[config.mk]
export PLATFORM = sky130hd
export DESIGN_NAME = pcs_40g_tx_sched
export DESIGN_NICKNAME = d
export VERILOG_FILES = /design/src/rtl/pcs_40g_tx_sched.sv
export SDC_FILE = /design/constraint.sdc
export NUM_CORES = 1
export LEC_CHECK = 0
export CAP_MARGIN = 20
export CORE_MARGIN = 4
export CORE_UTILIZATION = 50
export DETAILED_ROUTE_END_ITERATION = 8
export PLACE_DENSITY_LB_ADDON = 0.05
export SETUP_SLACK_MARGIN = 0.15
export SLEW_MARGIN = 0
export SYNTH_ARGS = -nofsm -noshare
export SYNTH_HDL_FRONTEND = slang
export SYNTH_SLANG_ARGS = --single-unit
[constraint.sdc]
create_clock -name clk -period 2.2 [get_ports clk]
set_clock_uncertainty 0.05 [all_clocks]
set_input_delay 0.22 -clock clk [delete_from_list [all_inputs] [get_ports clk]]
set_output_delay 0.22 -clock clk [all_outputs]
set_load 0.03 [all_outputs]
[src/rtl/pcs_40g_tx_sched.sv]
// 40GBASE-R PCS TX slot scheduler: picks MAC data, an all-lane alignment marker, or
// an empty slot (gearbox slip / PMA stall) each cycle. Outputs are registered.
//
// state | meaning
// IDLE  | link disabled; counters cleared, all strobes low
// RUN   | slots issued: AM at blk_cnt==0, data otherwise, slip at gb_cnt==GB_PERIOD-1
// HOLD  | PMA stall; counters frozen, run_o only
module pcs_40g_tx_sched #(
  parameter int LANE_N    = 4,
  parameter int AM_GAP    = 16383,
  parameter int GB_PERIOD = 32,
  parameter int BLK_CNT_W = $clog2(AM_GAP + 1),
  parameter int GB_CNT_W  = $clog2(GB_PERIOD)
) (
  input  logic        clk,
  input  logic        nreset,
  input  logic        en_i,
  input  logic        pma_ready_i,
  output logic        ready_o,
  output logic        am_v_o,
  output logic        slip_o,
  output logic        run_o,
  output logic [15:0] am_cnt_o
);

  if (LANE_N < 1 || AM_GAP < 1 || GB_PERIOD < 2) begin : g_param_check
    $error("pcs_40g_tx_sched: illegal parameter value");
  end

  typedef enum logic [1:0] {IDLE, RUN, HOLD} state_t;

  localparam logic [GB_CNT_W-1:0]  GB_LAST  = GB_CNT_W'(GB_PERIOD - 1);
  localparam logic [BLK_CNT_W-1:0] BLK_LAST = BLK_CNT_W'(AM_GAP);

  state_t               state, state_nxt;
  logic [GB_CNT_W-1:0]  gb_cnt, gb_nxt;
  logic [BLK_CNT_W-1:0] blk_cnt, blk_nxt;
  logic [15:0]          am_cnt_nxt;
  logic                 slip_nxt, am_nxt, ready_nxt, run_nxt;

  // slip_o/am_v_o already describe the current RUN slot, so they drive the advance decisions
  always_comb begin
    state_nxt  = state;
    gb_nxt     = gb_cnt;
    blk_nxt    = blk_cnt;
    am_cnt_nxt = am_cnt_o;
    if (!en_i) begin
      state_nxt  = IDLE;
      gb_nxt     = '0;
      blk_nxt    = '0;
      am_cnt_nxt = '0;
    end else begin
      case (state)
        IDLE: begin
          state_nxt  = RUN;
          gb_nxt     = '0;
          blk_nxt    = '0;
          am_cnt_nxt = '0;
        end
        RUN: begin
          gb_nxt = (gb_cnt == GB_LAST) ? '0 : gb_cnt + GB_CNT_W'(1);
          if (!slip_o)
            blk_nxt = (blk_cnt == BLK_LAST) ? '0 : blk_cnt + BLK_CNT_W'(1);
          if (am_v_o)
            am_cnt_nxt = am_cnt_o + 16'd1;
          if (!pma_ready_i)
            state_nxt = HOLD;
        end
        HOLD: begin
          if (pma_ready_i)
            state_nxt = RUN;
        end
        default: state_nxt = IDLE;
      endcase
    end
  end

  // A pending AM on a slip cycle simply waits: blk_cnt stays 0 through the slip
  always_comb begin
    run_nxt   = (state_nxt != IDLE);
    slip_nxt  = (state_nxt == RUN) && (gb_nxt == GB_LAST);
    am_nxt    = (state_nxt == RUN) && !slip_nxt && (blk_nxt == '0);
    ready_nxt = (state_nxt == RUN) && !slip_nxt && (blk_nxt != '0);
  end

  always_ff @(posedge clk or negedge nreset) begin
    if (!nreset) begin
      state    <= IDLE;
      gb_cnt   <= '0;
      blk_cnt  <= '0;
      am_cnt_o <= '0;
      run_o    <= 1'b0;
      slip_o   <= 1'b0;
      am_v_o   <= 1'b0;
      ready_o  <= 1'b0;
    end else begin
      state    <= state_nxt;
      gb_cnt   <= gb_nxt;
      blk_cnt  <= blk_nxt;
      am_cnt_o <= am_cnt_nxt;
      run_o    <= run_nxt;
      slip_o   <= slip_nxt;
      am_v_o   <= am_nxt;
      ready_o  <= ready_nxt;
    end
  end

endmodule

; Yosys cells after proc, flatten, opt, wreduce, memory -nomap -nowiden
; Index checks and enable logic that the tools add are counted.
[op_classes]
n_reduce_logical = 10
add_sub_neg = 3
eq_ne = 8
mux = 14
[op_table]
columns = cell, n
row1 = $mux 14, 3
row2 = $mux 16, 2
row3 = $pmux 16 s2, 1
row4 = $pmux 14 s2, 1
row5 = $add 16x1->16 const B, 1
row6 = $add 14x1->14 const B, 1
row7 = $eq 14x14->1 const B, 1
row8 = $logic_not 14->1, 1
row9 = $reduce_bool 14->1, 1
row10 = $eq 5x5->1 const B, 2
row11 = $mux 5, 2
row12 = $pmux 5 s2, 1
row13 = $mux 2, 3
row14 = $pmux 2 s3, 1
row15 = $add 5x1->5 const B, 1
row16 = $eq 2x1->1 const B, 2
row17 = $logic_and 1x1->1, 4
row18 = $ne 3x1->1 const B, 1
row19 = $ne 3x3->1 const B, 1
row20 = $eq 2x2->1 const B, 1
row21 = $logic_not 2->1, 1
row22 = $reduce_and 2->1, 1
row23 = $reduce_bool 2->1, 1
row24 = $logic_not 1->1, 1
[totals]
output_inout_bits = 20
ff_bits = 41
inputBits = 4
wordCells = 43

; Logic depth before layout (Yosys ltp)
[depth]
ltp_word = 9
ltp_mapped = 9
depth_no_buf = 9

; Worst setup path before layout
; OpenSTA, ideal clock, no wires.
[synth_path]
path_type = register -> register
startpoint = register slip_o
endpoint = register am_v_o
n_path_buf = 0
setup_ns = 0.080
arrival_time_ns = 2.177
setup_slack_ns = -0.107
required_ns = 2.070
stages_incl_launch_ff = 8
synth_period_minus_slack_ns = 2.307
path_cell_list = dfrtp_1 > nand4b_1 > nor2_1 > a21oi_1 > a211o_1 > or4_1 > nor4_2 > nor3b_2
[synth_between]
elab_chain_cells = 5
[synth_lines]
columns = element, line
row1 = start: declaration, 21  ; output logic slip_o,
row2 = start signal: assignment, 102  ; slip_o <= slip_nxt;
row3 = $mux 14, 62  ; if (!slip_o)
row4 = $pmux 14 s2, 53  ; case (state)
row5 = $mux 14, 47  ; if (!en_i) begin
row6 = net blk_nxt[3], 37  ; logic [BLK_CNT_W-1:0] blk_cnt, blk_nxt;
row7 = $logic_not 14->1, 82  ; am_nxt = (state_nxt == RUN) && !slip_nxt && (blk_nxt == '0);
row8 = $logic_and 1x1->1, 82
row9 = net am_nxt, 39  ; logic slip_nxt, am_nxt, ready_nxt, run_nxt;
row10 = end signal: assignment, 103  ; am_v_o <= am_nxt;
row11 = end: declaration, 20  ; output logic am_v_o,
; The timed path passes the listed nets, and every way through them passes these cells.
; A chain may end at the register's enable or synchronous reset.

; Worst setup path after layout
[layout_path]
startpoint = register blk_cnt[6]
endpoint = register am_v_o
[layout_between]
elab_chain_cells = 7
word_cells_on_any_way = 8
cone_classes = 1 x add/sub / 1 x eq/ne / 4 x mux / 2 x reduce/logical
[layout_lines]
columns = element, line
row1 = start: declaration, 37
row2 = start signal: assignment, 99  ; blk_cnt <= blk_nxt;
row3 = $eq 14x14->1, 63  ; blk_nxt = (blk_cnt == BLK_LAST) ? '0 : blk_cnt + BLK_CNT_W'(1);
row4 = $mux 14, 63
row5 = $mux 14, 62
row6 = $pmux 14 s2, 53
row7 = $mux 14, 47
row8 = net blk_nxt[3], 37
row9 = $logic_not 14->1, 82
row10 = $logic_and 1x1->1, 82
row11 = net am_nxt, 39
; The timed path passes the listed nets, and every way through them passes these cells.

==> results.md <==
Min path:
- The path class of the tightest hold or removal check is in2async.

Power and ir drop:
- VDD sags by at most 410.5 uV.
- For this design the ratio of total power to cell area is 477.6 mW/mm2.
- Overall power consumption after layout is estimated at 1.464 mW.
- In this run the static leakage power is 1.399 nW.

CTS:
- The deepest level of the CTS H-tree is 2.
- The number of clock sinks is 41.
- The clock transition at the registers of the reported paths is 80 ps.
- TritonCTS built the clock tree.
- Counting along the longest clock path gives a buffer depth of 2.
- The number of buffers created by CTS is 5.
- The root buffer cell chosen for the clock tree is clkbuf_8.
- The later pin in the worst-skew pair is clocked with a latency of 290 ps.

Floorplan:
- The total area inside the core boundary comes to 0.004354 mm2.
- The die covers 0.005620 mm2.
- The overall die width is 74.97 um.
- Row generation in the floorplan step produced 24 rows.
- The die span in y is 74.97 um.
- For this design the top-level I/O count stands at 24.
- The starting density of the core is 51.49%.

Setup path:
- The worst reg-to-reg setup slack is -210 ps.
- Data arrives at the worst endpoint at 2580 ps.
- Data on the critical path is required at its endpoint by 2370 ps.
- The cell depth of the worst flop-to-flop path is 7.
- The startpoint of the lowest-slack register-to-register path is blk_cnt[6].
- The endpoint identified for the worst register-to-register timing path is am_v_o.
- Of all nets on the critical path, the largest fanout is 4.
- The worst setup path is captured at a register.
- STA classifies the critical path startpoint as a register.
- The critical path is of the reg2reg type.

Global routing:
- The global router's overall resource usage is 22.78%.
- The first global-routing pass estimated 9722 um of wire.
- After global routing the overflow that remains totals 0.
- The initial antenna violation count came to 0.
- The maximum number of pins on one net before global-route repair is 23.
- The number of global-route vias before repair is 2051.

Routing:
- The number of search-and-repair iterations in the first detailed-routing pass is 5.
- The post-route DRC violation count is 0.
- The post-detailed-route count of antenna-violating nets is 0.
- The average wire length per cell after detail routing is 15.72 um.
- The number of vias per cell is 5.887.
- Detailed routing inserted a total of 2231 vias.
- The routed wire length is 5959 um.
- The initial DRC count is 143.

Placement:
- Summed over all nets, the half-perimeter wirelength after detailed placement is 4417 um.
- Buffers placed on the I/O ports in this run total 23.
- Routability-driven placement finished with a final weighted congestion of 0.8784.

Layout:
- In the final layout, the share of cells above drive strength 1 is 23.24%.
- The count of antenna diodes in the layout is 0.
- In the final design database the tool counted 334 nets.
- Measured on the finished design, the core utilization comes to 70.40%.
- The area growth from synthesis to layout is 36.72%.
- The number of inserted filler cells in the final layout is 353.

Yosys:
- For this run, the leading register cell type out of synthesis is dfrtp_1.
- Counting distinct cell types in the post-synthesis netlist gives 47.
- The cell area after synthesis is 0.002242 mm2.
- The number of instances in the synthesized netlist is 251.
- The most common cell in the synthesized netlist is dfrtp_1.
- The synthesized design contains 0 enable-type register cells.
- The post-synth net total is 259.
- By area the synthesized netlist is led by dfrtp_1 46%, o21ai_0 5.4%, nand2_1 4.5%.
- The top cell type by area accounts for 45.76% of the synthesized area.
- The number of warnings printed during yosys synthesis is 0.
- The proportion of synthesized chip area in sequential cells is 45.76%.
- The biggest area contributor in the post-synthesis netlist is dfrtp_1.
- Sorting the synthesized cells by how often they occur yields 41 x dfrtp_1, 27 x nand2_1, 24 x o21ai_0, 22 x nor2_1, 14 x nand3_1.
- The average instance in the mapped netlist occupies 8.933 um2.
- The proportion of register bits with asynchronous set or reset after synthesis is 100.0%.
- The number of register bits inferred by synthesis is 41.

Timing:
- Hold is met by 385.0 ps.
- The minimum setup slack in the final design is -205.9 ps.
- The ratio of final minimum period to clock period is 109.4%.
- Setup violations remaining at the end of the flow were counted as 2.
- The sum of negative setup slack is -356.4 ps.
- The headroom to the max-slew limit is 65.07%.
- Setup repair after global routing could not meet its margin everywhere.
- At the pin with the least slew margin, the transition time is 524.0 ps.
- The number of failing hold endpoints at the final stage is 0.
- The max-slew violation count is 0.
- Derived from the worst setup path, the maximum achievable clock frequency is 0.4156 GHz.
- The routed design could run at a clock period as short as 2406 ps.

Status:
- The checks that failed: setup timing.
- The flow ran to the end, but the final reports show violations.

Run:
- The max-capacitance violation count is 0.
through the flow:
step,setup WS [ps],cell area [um2],instances
2_1_floorplan,-26.85,2258,251
3_3_place_gp,-172.6,2905,369
3_5_place_dp,-304.6,2905,369
4_1_cts,-163.1,3065,379
5_1_grt,-289.6,3065,379
6_report,-205.9,3065,379
how the worst max path moves through the flow:
stage               depth (start not counted)     end        from
detailed placement                          8  am_v_o        en_i
global route                                8  am_v_o  blk_cnt[0]
CTS                                         8  am_v_o  blk_cnt[0]
finish                                      7  am_v_o  blk_cnt[6]
global placement                            8  am_v_o        en_i
floorplan                                   9  am_v_o  blk_cnt[6]
sequential cells by signal (all words and copies together), names as in the netlist:
register	cells
am_cnt_o	16
am_v_o	1
blk_cnt	14
gb_cnt	5
ready_o	1
run_o	1
slip_o	1
state	2
repair_timing:
item	CTS	global route
hold buffers	1	0
gates resized for setup	14	1
hold endpoints to repair	19	0
endpoints found under the setup margin	3	4
pin swaps	1	1
buffers inserted	1	0
critical path, cell delays in order (launching register included):
cell and delay (ps):
dfrtp_1 420, and4_1 250, and4_2 320, a21oi_2 70, a211o_1 240, or4_4 500
nor4_4 280, nor3b_2 200
cells in the final DEF (no fill, tap or decap), types with 2 or more instances in the layout:
cell	count
nor2b_1	3
a31oi_1	3
nor3_1	8
a21oi_1	11
ha_2	2
xor2_1	3
or3_1	4
inv_1	7
nor2_1	21
o211ai_1	3
and2_1	3
dfrtp_1	40
o21ai_1	6
a22o_1	4
nor3b_1	2
nand4b_1	2
nor4_1	2
clkbuf_8	6
nand4_1	5
clkdlybuf4s50_1	22
o211a_1	2
and3_1	7
ha_1	2
o22ai_1	2
nand3_1	14
buf_4	52
nand2_1	27
or4_1	2
o21ai_0	19
xnor2_1	3
nand3b_1	2
nand2b_1	3
and4_1	2
o31ai_1	5
layout make-up:
type                            instances  area [um2]  share of cell area, %
Inverter                                7       26.28                 0.8571
Multi-Input combinational cell        193        1194                  38.94
Clock buffer                            6       82.58                  2.694
Tap cell                               52       65.06                  2.122
Clock inverter                          2       13.76                 0.4490
Timing Repair Buffer                   78       656.9                  21.43
Sequential cell                        41        1027                  33.51
cells by family after synthesis:
kind of cell    after synthesis  synth area share, %
buf+inv                      17                3.181
flops                        41                45.76
xor+xnor                      6                2.344
fa+ha+maj                     4                2.232
simple gates                115                27.12
compound gates               68                19.36
power breakdown:
group / switching (mW) / internal (mW) / total, mW
Combinational: 0.100 / 0.0742 / 0.174
Clock: 0.261 / 0.254 / 0.515
Sequential: 0.00991 / 0.764 / 0.774
Total: 0.371 / 1.09 / 1.46
layer usage:
metal,wire [um],GRT usage (%),vias up
met5,0,0,-
met4,117,7.510,0
met3,365,3.872,16
met2,2609,34.72,102
met1,2867,32.91,1036
li1,-,-,1077
(Power assumes the default switching activity.)
